==> src/rtl/wb_arb_pkg.sv <==
// Shared types and constants for the Wishbone bus arbiter.
// Latency: none (declarations only).
// Backpressure: none (declarations only).
package wb_arb_pkg;

  // Arbiter FSM: IDLE samples requests, BUSY forwards the owner to the slave.
  typedef enum logic {
    IDLE = 1'b0,
    BUSY = 1'b1
  } arb_state_t;

  // Read data returned to the owner when the watchdog fires.
  localparam logic [31:0] TIMEOUT_DATA = 32'hDEAD_BEEF;

  // Supported master count range and the pointer width that covers it.
  localparam int MIN_MASTERS = 2;
  localparam int MAX_MASTERS = 4;
  localparam int PTR_W       = $clog2(MAX_MASTERS);

  // Index of the master after idx, wrapping at n.
  function automatic logic [PTR_W-1:0] rr_next(input logic [PTR_W-1:0] idx, input int n);
    return (int'(idx) == n - 1) ? '0 : idx + 1'b1;
  endfunction

endpackage

==> src/rtl/rr_priority_picker.sv <==
// Round-robin picker: one-hot winner among requests, search starting at pointer.
// Latency: purely combinational.
// Backpressure: none; the caller decides when to register the winner.
module rr_priority_picker
  import wb_arb_pkg::*;
#(
  parameter int NUM = 2
) (
  input  logic [NUM-1:0]   req,
  input  logic [PTR_W-1:0] ptr,
  output logic [NUM-1:0]   winner
);

  logic found;

  // Walk masters ptr, ptr+1, ... (mod NUM) and take the first one requesting.
  always_comb begin
    winner = '0;
    found  = 1'b0;
    for (int i = 0; i < NUM; i++) begin
      for (int j = 0; j < NUM; j++) begin
        if (!found && (j == (int'(ptr) + i) % NUM) && req[j]) begin
          winner[j] = 1'b1;
          found     = 1'b1;
        end
      end
    end
  end

endmodule

==> src/rtl/wb_bus_arbiter.sv <==
// Wishbone N:1 arbiter, round-robin, grant held for the whole m_cyc_i burst.
// Latency: 1 cycle request-to-grant; slave ack/data routed back with 0 added cycles.
// Backpressure: losers wait with no ack; WB_ARB_TIMEOUT_EN adds a stalled-strobe watchdog.
module wb_bus_arbiter
  import wb_arb_pkg::*;
#(
  parameter int NUM_MASTERS    = 2,
  parameter int TIMEOUT_CYCLES = 255
) (
  input  logic                         wb_clk_i,
  input  logic                         wb_rst_i,
  input  logic [NUM_MASTERS-1:0]       m_cyc_i,
  input  logic [NUM_MASTERS-1:0]       m_stb_i,
  input  logic [NUM_MASTERS-1:0]       m_we_i,
  input  logic [NUM_MASTERS-1:0][3:0]  m_sel_i,
  input  logic [NUM_MASTERS-1:0][31:0] m_adr_i,
  input  logic [NUM_MASTERS-1:0][31:0] m_dat_i,
  output logic [NUM_MASTERS-1:0]       m_ack_o,
  output logic [NUM_MASTERS-1:0]       m_err_o,
  output logic [NUM_MASTERS-1:0][31:0] m_dat_o,
  output logic                         s_cyc_o,
  output logic                         s_stb_o,
  output logic                         s_we_o,
  output logic [3:0]                   s_sel_o,
  output logic [31:0]                  s_adr_o,
  output logic [31:0]                  s_dat_o,
  input  logic                         s_ack_i,
  input  logic [31:0]                  s_dat_i,
  output logic [NUM_MASTERS-1:0]       grant_o,
  output logic                         timeout_o
);

  localparam logic [15:0] TO_LAST = 16'(TIMEOUT_CYCLES - 1);

  arb_state_t             state;
  logic [NUM_MASTERS-1:0] grant;
  logic [PTR_W-1:0]       ptr;
  logic [PTR_W-1:0]       owner_idx;
  logic [NUM_MASTERS-1:0] req;
  logic [NUM_MASTERS-1:0] winner;
  logic                   busy;
  logic                   owner_cyc;
  logic                   timeout_hit;

  assign req       = m_cyc_i & m_stb_i;
  // Reset in the same cycle already blocks any ack/err so an aborted transfer never completes.
  assign busy      = (state == BUSY) && !wb_rst_i;
  assign owner_cyc = |(m_cyc_i & grant);
  assign grant_o   = grant;

  rr_priority_picker #(
    .NUM    (NUM_MASTERS)
  ) u_picker (
    .req    (req),
    .ptr    (ptr),
    .winner (winner)
  );

  // Binary index of the current owner, used to advance the round-robin pointer.
  always_comb begin
    owner_idx = '0;
    for (int i = 0; i < NUM_MASTERS; i++) begin
      if (grant[i]) owner_idx = PTR_W'(i);
    end
  end

  // Arbitration FSM: grant on any request in IDLE, release when the owner drops cyc.
  always_ff @(posedge wb_clk_i) begin
    if (wb_rst_i) begin
      state <= IDLE;
      grant <= '0;
      ptr   <= '0;
    end else begin
      case (state)
        IDLE: begin
          if (|req) begin
            grant <= winner;
            state <= BUSY;
          end
        end
        BUSY: begin
          if (!owner_cyc) begin
            grant <= '0;
            ptr   <= rr_next(owner_idx, NUM_MASTERS);
            state <= IDLE;
          end
        end
      endcase
    end
  end

  // Forward the owner's bus signals to the slave; everything low when not busy.
  always_comb begin
    s_cyc_o = 1'b0;
    s_stb_o = 1'b0;
    s_we_o  = 1'b0;
    s_sel_o = '0;
    s_adr_o = '0;
    s_dat_o = '0;
    if (busy) begin
      for (int i = 0; i < NUM_MASTERS; i++) begin
        if (grant[i]) begin
          s_cyc_o = m_cyc_i[i];
          s_stb_o = m_stb_i[i];
          s_we_o  = m_we_i[i];
          s_sel_o = m_sel_i[i];
          s_adr_o = m_adr_i[i];
          s_dat_o = m_dat_i[i];
        end
      end
    end
  end

  // Route slave ack/data (or the watchdog error) to the owner only.
  always_comb begin
    m_ack_o = '0;
    m_err_o = '0;
    m_dat_o = '0;
    for (int i = 0; i < NUM_MASTERS; i++) begin
      if (busy && grant[i]) begin
        m_ack_o[i] = s_ack_i;
        m_err_o[i] = timeout_hit;
        m_dat_o[i] = timeout_hit ? TIMEOUT_DATA : s_dat_i;
      end
    end
  end

`ifdef WB_ARB_TIMEOUT_EN
  logic [15:0] to_cnt;

  // A late ack always wins over the watchdog, so hit requires no ack this cycle.
  assign timeout_hit = busy && s_stb_o && !s_ack_i && (to_cnt == TO_LAST);
  assign timeout_o   = timeout_hit;

  // Count consecutive stalled strobe cycles; any ack, idle strobe or expiry restarts it.
  always_ff @(posedge wb_clk_i) begin
    if (wb_rst_i) begin
      to_cnt <= '0;
    end else if (!busy || !s_stb_o || s_ack_i || timeout_hit) begin
      to_cnt <= '0;
    end else begin
      to_cnt <= to_cnt + 16'd1;
    end
  end
`else
  // Without the watchdog a stalled owner simply waits forever.
  logic unused_cfg;
  assign unused_cfg  = ^TO_LAST;
  assign timeout_hit = 1'b0;
  assign timeout_o   = 1'b0;
`endif

endmodule

==> config.mk <==
export PLATFORM = sky130hd
export DESIGN_NAME = wb_bus_arbiter
export DESIGN_NICKNAME = d
export VERILOG_FILES = /design/src/rtl/wb_arb_pkg.sv /design/src/rtl/rr_priority_picker.sv /design/src/rtl/wb_bus_arbiter.sv
export SDC_FILE = /design/constraint.sdc
export NUM_CORES = 1
export LEC_CHECK = 0
export BUFFER_PORTS_ARGS = -buffer_cell sky130_fd_sc_hd__clkbuf_2
export CORE_AREA = 2 2 124 126
export DETAILED_ROUTE_END_ITERATION = 12
export DIE_AREA = 0 0 126 128
export GPL_TIMING_DRIVEN = 1
export HOLD_SLACK_MARGIN = 0.03
export PLACE_DENSITY = 0.49
export SYNTH_ARGS = -nofsm -noshare
export SYNTH_HDL_FRONTEND = slang
export SYNTH_SLANG_ARGS = --single-unit
==> constraint.sdc <==
create_clock -name wb_clk_i -period 1.65 [get_ports wb_clk_i]
set_clock_uncertainty 0.15 [all_clocks]
set_input_delay 0.2475 -clock wb_clk_i [delete_from_list [all_inputs] [get_ports wb_clk_i]]
set_output_delay 0.2475 -clock wb_clk_i [all_outputs]
set_load 0.01 [all_outputs]
# ---- Word level (Yosys, flattened, before mapping)
# Cells that the tools add are included.
dict set report word_totals {
  out_inout_bits 142
  input_bits 177
  register_bits 4
}
dict set report op_classes {
  n_bitwise 5
  mux 36
  reduce_logical 20
  eq_ne 4
  add_sub_neg 2
}
# op count
set ops {}
lappend ops {{two-way mux 32 bit} 8}
lappend ops {{logical NOT 32 bit} 2}
lappend ops {{two-way mux 1 bit} 21}
lappend ops {{two-way mux 4 bit} 3}
lappend ops {{logical AND 1 bit} 10}
lappend ops {{bitwise AND 2 bit} 2}
lappend ops {{logical NOT 1 bit} 4}
lappend ops {{two-way mux 2 bit} 2}
lappend ops {{!= test 2 bit (second input constant)} 2}
lappend ops {{case mux 2 bit (2 select lines)} 1}
lappend ops {{AND reduction 2 bit} 2}
lappend ops {{OR reduction 2 bit} 2}
lappend ops {{adder 1 bit (second input constant)} 2}
lappend ops {{== test 2 bit (first input constant)} 1}
lappend ops {{NOT 1 bit} 2}
lappend ops {{case mux 1 bit (2 select lines)} 1}
lappend ops {{bitwise AND 1 bit (first input constant)} 1}
lappend ops {{== test 1 bit (second input constant)} 1}

# ---- Logic depth before layout (Yosys ltp)
# Gate-level depths: netlist (run 1).
dict set report depth {
  word_depth 17
  mapped_depth 6
}

# ---- Modules after synthesis
# From an unflattened synthesis (run 1), not the netlist that was laid out.
dict set report unflattened {
  cells_unflattened 196
  area_unflattened_um2 1535.2
}
# module cells_per_inst area_each_um2 instances
set by_module_without_submodules {}
lappend by_module_without_submodules {wb_bus_arbiter 193 1516.5 1}
lappend by_module_without_submodules {rr_priority_picker 3 18.8 1}

# ---- Least setup slack after synthesis (run 1)
# OpenSTA, ideal clock, no wires.
dict set report synth_path {
  kind {reg-to-output}
  start {reg grant[0] (netlist: grant_o[0])}
  end {out s_adr_o[0]}
  setup_slack_ns -0.016
  t_arrival_ns 1.268
  path_stages_with_launch 6
  n_path_buf 2
  cell_sequence {dfxtp_1 -> and3b_1 -> nor2b_1 -> buf_6 -> buf_4 -> a22o_1}
}
dict set report synth_between {
  elab_chain_len 3
}
# element line_no
set synth_lines {}
lappend synth_lines {{start, declared} wb_bus_arbiter.sv:36} ;# logic [NUM_MASTERS-1:0] grant;
lappend synth_lines {{start signal, assigned} wb_bus_arbiter.sv:77} ;# grant <= winner;
lappend synth_lines {{two-way mux 32 bit (2 in a row)} wb_bus_arbiter.sv:102} ;# if (grant[i]) begin
lappend synth_lines {{two-way mux 32 bit} wb_bus_arbiter.sv:100} ;# if (busy) begin
lappend synth_lines {{end, declared} wb_bus_arbiter.sv:25} ;# output logic [31:0] s_adr_o,
# Every way passes these cells.

# ---- Worst setup path in the final report (run 1)
dict set report layout_path {
  start {reg state}
  end {out s_dat_o[28]}
}
dict set report layout_between {
  elab_chain_len 2
}
# element line_no
set layout_lines {}
lappend layout_lines {{start, declared} wb_bus_arbiter.sv:35} ;# arb_state_t state;
lappend layout_lines {{start signal, assigned} wb_bus_arbiter.sv:70} ;# state <= IDLE;
lappend layout_lines {{start signal, assigned} wb_bus_arbiter.sv:78} ;# state <= BUSY;
lappend layout_lines {{start signal, assigned} wb_bus_arbiter.sv:85} ;# state <= IDLE;
lappend layout_lines {{logical AND 1 bit} wb_bus_arbiter.sv:47} ;# assign busy = (state == BUSY) && !wb_rst_i;
lappend layout_lines {{two-way mux 32 bit} wb_bus_arbiter.sv:100}
lappend layout_lines {{end, declared} wb_bus_arbiter.sv:26} ;# output logic [31:0] s_dat_o,
# Every way passes these cells.

==> results of run 1 <==
flip-flops by register name, summed over array words and instances, names as in the netlist:
signal   count
state        1
ptr          1
grant_o      2
final timing paths:
kind         startpoint     endpoint  slack (ns)
max               state  s_dat_o[28]       -0.27
max reg2reg       state       ptr[0]        0.33
min reg2reg      ptr[0]       ptr[0]        0.39
min          m_stb_i[0]   grant_o[0]        0.16
area by class of cell:
class	count	area, µm²	area share
tap	188	235	0.0555
inverter	2	7.51	0.00177
sequential	4	83.8	0.0198
clock buffer	3	75.1	0.0177
multi-input combinational	165	1350	0.320
timing repair buffer	356	2480	0.586
cell usage after synthesis (all sizes together):
cell / number / area, µm²
a21boi: 1 / 7.51
a21o: 1 / 7.51
a21oi: 2 / 10.0
a22o: 71 / 622
a32o: 1 / 10.0
and2: 34 / 215
and3: 33 / 206
and3b: 1 / 8.76
buf: 21 / 191
clkbuf: 9 / 33.8
conb: 1 / 3.75
dfxtp: 4 / 80.1
inv: 2 / 7.51
nand2: 5 / 18.8
nand3: 7 / 35.0
nand4: 1 / 6.26
nor2: 2 / 7.51
nor2b: 2 / 12.5
o2111ai: 1 / 8.76
critical path, cell delays in order (launching register included):
cell       delay, ns
dfxtp_2         0.31
nor2b_4         0.13
and2_4          0.19
clkbuf_16       0.17
buf_4           0.15
a22o_1          0.22
clkbuf_2        0.13
power groups by stage:
stage               Sequential (mW)  Clock [mW]  Combinational [mW]
detailed placement            0.112           0               0.412
global route                  0.114       0.388               0.550
CTS                           0.113       0.384               0.479
global placement              0.112           0               0.418
floorplan                     0.114           0               0.118
finish                        0.113       0.380               0.509
routing by layer:
layer	up-vias	GRT usage	wire length, µm
met5	-	0	0
met4	0	0.0136	70
met3	8	0.0142	806
met2	157	0.219	6160
met1	1409	0.166	5200
li1	1436	-	-
logic make-up (layout without fill, tap and decap cells):
family	after synthesis	count (layout)	share of synthesized area
buffers and inverters	32	361	0.156
and+or+nand+nor	85	85	0.342
other	1	3	0.00251
DFF	4	4	0.0536
AOI/OAI and AO/OA	77	77	0.446
cells in the final DEF, fill, tap and decap left out, drive strengths merged:
| cell type | Yosys | routed |
|---|---|---|
| clkbuf | 9 | 258 |
| a21o | 1 | 1 |
| and2 | 34 | 34 |
| inv | 2 | 2 |
| and3 | 33 | 33 |
| buf | 21 | 101 |
| a21boi | 1 | 1 |
| and3b | 1 | 1 |
| nand4 | 1 | 1 |
| a21oi | 2 | 2 |
| conb | 1 | 3 |
| dfxtp | 4 | 4 |
| nor2 | 2 | 2 |
| a32o | 1 | 1 |
| nand3 | 7 | 7 |
| nor2b | 2 | 2 |
| a22o | 71 | 71 |
| nand2 | 5 | 5 |
| o2111ai | 1 | 1 |
per-stage QoR:
stage	total power, mW	utilization	setup WS [ns]	instance area (µm²)	TNS [ns]
after global routing	1.05	0.285	-0.334	4240	-28.17
after floorplan	0.232	-	0.00113	1500	0
final	1.00	0.285	-0.271	4240	-20.84
after detailed placement	0.524	0.229	-0.134	3410	-6.43
after CTS	0.976	0.256	-0.273	3800	-21.74
after global placement	0.531	0.229	-0.118	3410	-6.05
repair_timing:
item | 4_1_cts | 5_1_grt
endpoints found under the hold margin | 0 | 0
setup endpoints to repair | 137 | 137
pin swaps | 3 | 37
buffers inserted | 5 | 2
resized for setup | 41 | 134
cloned | 4 | 5
==> flow_metrics.py, run 1 <==
metrics = {
    "outcome": {
        "run_status": "finished, violations left",
        "violations": "setup timing",
    },
    "clock_tree": {
        "cts_tree": "done",
        "cts.clk_slew.worst_paths_ns": 0.03,
        "ctsHoldBuffers": 0,
        "ctsHtreeMaxLevel": 1,
        "cts.sink_count": 4,
        "clock_tree.root_cell": "clkbuf_16",
        "clk_latency_ns": 0.23,
        "cts.path.max_buffers": 2,
        "numCtsBuffers": 3,
    },
    "synthesis": {
        "synth_cell_type_count": 22,
        "synth-seq-area-share": 0.0536,
        "yosys_warnings": 0,
        "synth.ff_latch_count": 4,
        "postSynthAreaPerCell_um2": 7.50,
        "netlist_area_um2": 1490,
        "netlist_instances": 199,
    },
    "power": {
        "worst_ir_drop_on_vdd_mv": 0.346,
        "cellLeakagePower_nw": 2.41,
        "comb_power_share": 0.508,
        "internal-power_uw": 707,
        "swShare": 0.294,
        "power-per-cell-area_nw_per_um2": 236,
        "clock_power_share": 0.379,
        "netSwitchingPower_uw": 295,
        "pwr-share-seq": 0.113,
    },
    "floorplanning": {
        "start_util": 0.100,
        "floorplan.core_area_um2": 14900,
        "die_height_um": 128,
        "die_area_um2": 16100,
        "io-pin-count": 319,
        "placement_rows": 45,
        "die_width_um": 126,
    },
    "worst_setup_path": {
        "timing.critical_path.to_type": "primary output",
        "cp_startpoint_kind": "flip-flop",
        "worstPathArrival_ns": 1.52,
        "r2r.worst_path.cells": 4,
        "path_class": "flip-flop to primary output",
        "critical_path_required_ns": 1.25,
        "worstPathMaxFanout": 6,
    },
    "layout": {
        "post_route_cells_drive_above_1_share": 0.745,
        "design.final.nets": 709,
        "fin_cells": 718,
        "fillerInstances": 1616,
        "flow.area_growth_from_synthesis_pct": 184,
        "antenna-diode-count": 0,
    },
    "timing": {
        "final.hold.worst_slack_ns": 0.165,
        "rsz0062_at_grt": "true",
        "finalSetupViolCount": 133,
        "post-route-min-period_ns": 1.92,
        "timing.final.max_slew_violations": 0,
        "fin_crit_sh": 1.16,
        "final_critical_path_setup_slack_ns": -0.271,
        "final_hold_viol_count": 0,
        "fmax_ghz": 0.520,
    },
    "routing": {
        "drc_errors": 0,
        "routed_wl_mm": 12.2,
        "drt.antenna.violating_nets": 0,
        "wl_per_cell_um": 17.1,
        "drtPass1Iterations": 4,
        "vias_after_detailed_routing": 3010,
        "vias_per_cell": 4.19,
        "number_of_drc_violations_after_detailed_routing_iteration_0": 94,
    },
    "placed_design": {
        "dp_cells": 702,
        "place.port_buffers": 315,
        "dpl.hpwl_mm": 9.29,
        "place.gp.congestion": 0.833,
    },
    "min_path": {
        "hold_path.class": "input port to flip-flop",
        "hold_path_cell_cnt": 3,
    },
    "grt": {
        "antenna_found_initial": 0,
        "grt.total_usage": 0.124,
        "first_global_vias": 2678,
        "grt_max_degree": 34,
        "global_route_wire_length_before_repair_mm": 15.7,
        "global_route.overflow_total": 0,
    },
    "run": {
        "max_cap_viol_count": 0,
    },
}
Power figures use the tool's default switching activity.
==> run 2, diff against run 1 <==
CORE_AREA = 2 2 125 127   (was 2 2 124 126)
DIE_AREA = 0 0 127 129   (was 0 0 126 128)
HOLD_SLACK_MARGIN = 0.1   (was 0.03)
PLACE_DENSITY = 0.48   (was 0.49)
clock period = 2.21 ns   (was 1.65 ns; I/O delays follow)
==> flow_metrics.py, run 2 (same netlist as run 1, synthesis figures left out) <==
metrics = {
    "routing": {
        "drtPass1Iterations": 4,
        "vias_after_detailed_routing": 2877,
        "routed_wl_mm": 10.8,
        "wl_per_cell_um": 15.5,
        "vias_per_cell": 4.15,
        "number_of_drc_violations_after_detailed_routing_iteration_0": 178,
        "drt.antenna.violating_nets": 0,
        "drc_errors": 0,
    },
    "worst_setup_path": {
        "crit_slowest_cell": "dfxtp_2",
        "path_class": "flip-flop to primary output",
        "cp_startpoint_kind": "flip-flop",
        "path_cells": "nor2b_2, and2_4, buf_12, a22o_1, clkbuf_2",
        "r2r_setup_slack_ns": 0.93,
        "worstPathMaxFanout": 29,
        "critPathTopFamily": "simple AND/OR/NAND/NOR gates",
        "slowest_delay_ns": 0.36,
        "timing.critical_path.to_type": "primary output",
        "startpoint": "state",
        "regToRegStartpoint": "state",
        "worst-path-buf-inv": 2,
        "worstPathArrival_ns": 1.63,
        "critical_path_required_ns": 1.73,
    },
    "timing": {
        "post-route-min-period_ns": 2.11,
        "fin_tns_setup_ns": 0,
        "fin_crit_sh": 0.954,
        "final_hold_viol_count": 0,
        "finalSetupViolCount": 0,
        "rsz0062_at_grt": "false",
        "final_critical_path_setup_slack_ns": 0.102,
        "fmax_ghz": 0.474,
        "timing.final.max_slew_violations": 0,
    },
    "placed_design": {
        "dpl.hpwl_mm": 9.24,
        "place.gp.congestion": 0.779,
        "place.port_buffers": 315,
        "dp_cells": 687,
        "dpl-instance-area_um2": 3230,
        "dp_slack_ns": 0.111,
    },
    "layout": {
        "fin_cells": 693,
        "post_route_cells_drive_above_1_share": 0.675,
        "flow.area_growth_from_synthesis_pct": 126,
        "stdcell_area_um2": 3370,
        "layout.cells.most_common": "clkbuf_2",
        "antenna-diode-count": 0,
        "largest_register_ff_count": 2,
        "fillerInstances": 1702,
        "design.final.nets": 684,
        "mostFrequentLayoutCells": "315 x clkbuf_2, 70 x a22o_1, 33 x and2_1, 33 x and3_1, 11 x buf_4",
    },
    "grt": {
        "first_global_vias": 2643,
        "gr-usage-met3": 0.0237,
        "global_route.usage.met1": 0.131,
        "grt_max_degree": 37,
        "antenna_found_initial": 0,
        "global_route_wire_length_before_repair_mm": 14.3,
        "grt.total_usage": 0.112,
        "gr-max-usage-layer": "met2",
        "global_route.overflow_total": 0,
        "globalRouteMet2Util": 0.213,
    },
    "floorplanning": {
        "placement_rows": 45,
        "io-pin-count": 319,
        "die_height_um": 129,
        "die_area_um2": 16400,
        "floorplan.core_area_um2": 15000,
        "start_util": 0.0997,
        "die_width_um": 127,
    },
    "clock_tree": {
        "cts.sink_count": 4,
        "clk_latency_ns": 0.22,
        "cts.path.max_buffers": 2,
        "clock_tree.root_cell": "clkbuf_16",
        "ctsHoldBuffers": 0,
        "cts_tree": "done",
        "numCtsBuffers": 3,
        "cts.clk_slew.worst_paths_ns": 0.03,
        "ctsHtreeMaxLevel": 1,
    },
    "power": {
        "power-per-cell-area_nw_per_um2": 199,
        "worst_ir_drop_on_vdd_mv": 0.175,
        "cellLeakagePower_nw": 2.16,
    },
    "min_path": {
        "worstHoldStart": "wb_rst_i",
        "hold_path.class": "input port to flip-flop",
    },
    "run": {
        "max_cap_viol_count": 0,
    },
    "outcome": {
        "run_status": "finished clean",
    },
}
==> run 2: power by group <==
part	total, mW	switching [mW]	internal (mW)
clock	0.282	0.0507	0.231
combinational	0.300	0.137	0.163
sequential	0.0878	0.00837	0.0794
==> run 2: worst paths after layout <==
kind,endpoint,depth (start not counted)
hold / removal,state,2
hold reg to reg,state,2
setup reg to reg,grant_o[0],4
setup / recovery,s_adr_o[7],5
==> run 2: repair_timing <==
item / 4_1_cts / 5_1_grt
pin swaps: 0 / 1
resized for setup: 2 / 4
buffers inserted: 0 / 2
cloned: 0 / 1
setup endpoints to repair: 2 / 26
==> run 2: metal layers <==
layer / wire, µm / share of wire / vias to the layer above
li1: - / - / 1375
met3: 1000 / 0.093 / 7
met5: 0 / 0 / -
met2: 5440 / 0.51 / 200
met4: 89 / 0.0083 / 0
met1: 4230 / 0.39 / 1295
==> run 2: worst reg2reg max path, cell delays in order (launching register included) <==
cell	delay, ns
dfxtp_2	0.36
nor2b_2	0.16
buf_4	0.31
nand3_1	0.14
nand3_1	0.10
==> run 2: final cells by class <==
| type | count | area (µm²) | share of cell area |
|---|---|---|---|
| multi-input combinational | 165 | 1210 | 0.358 |
| tap | 188 | 235 | 0.0698 |
| sequential | 4 | 83.8 | 0.0249 |
| inverter | 2 | 7.51 | 0.00223 |
| clock buffer | 3 | 75.1 | 0.0223 |
| timing repair buffer | 331 | 1760 | 0.523 |
==> run 2: per-stage QoR <==
step	util	total power, mW	hold slack, ns
floorplan	-	0.173	0.251
global placement	0.216	0.388	0.349
detailed placement	0.216	0.385	0.365
CTS	0.221	0.672	0.223
global route	0.225	0.709	0.237
finish	0.225	0.670	0.214
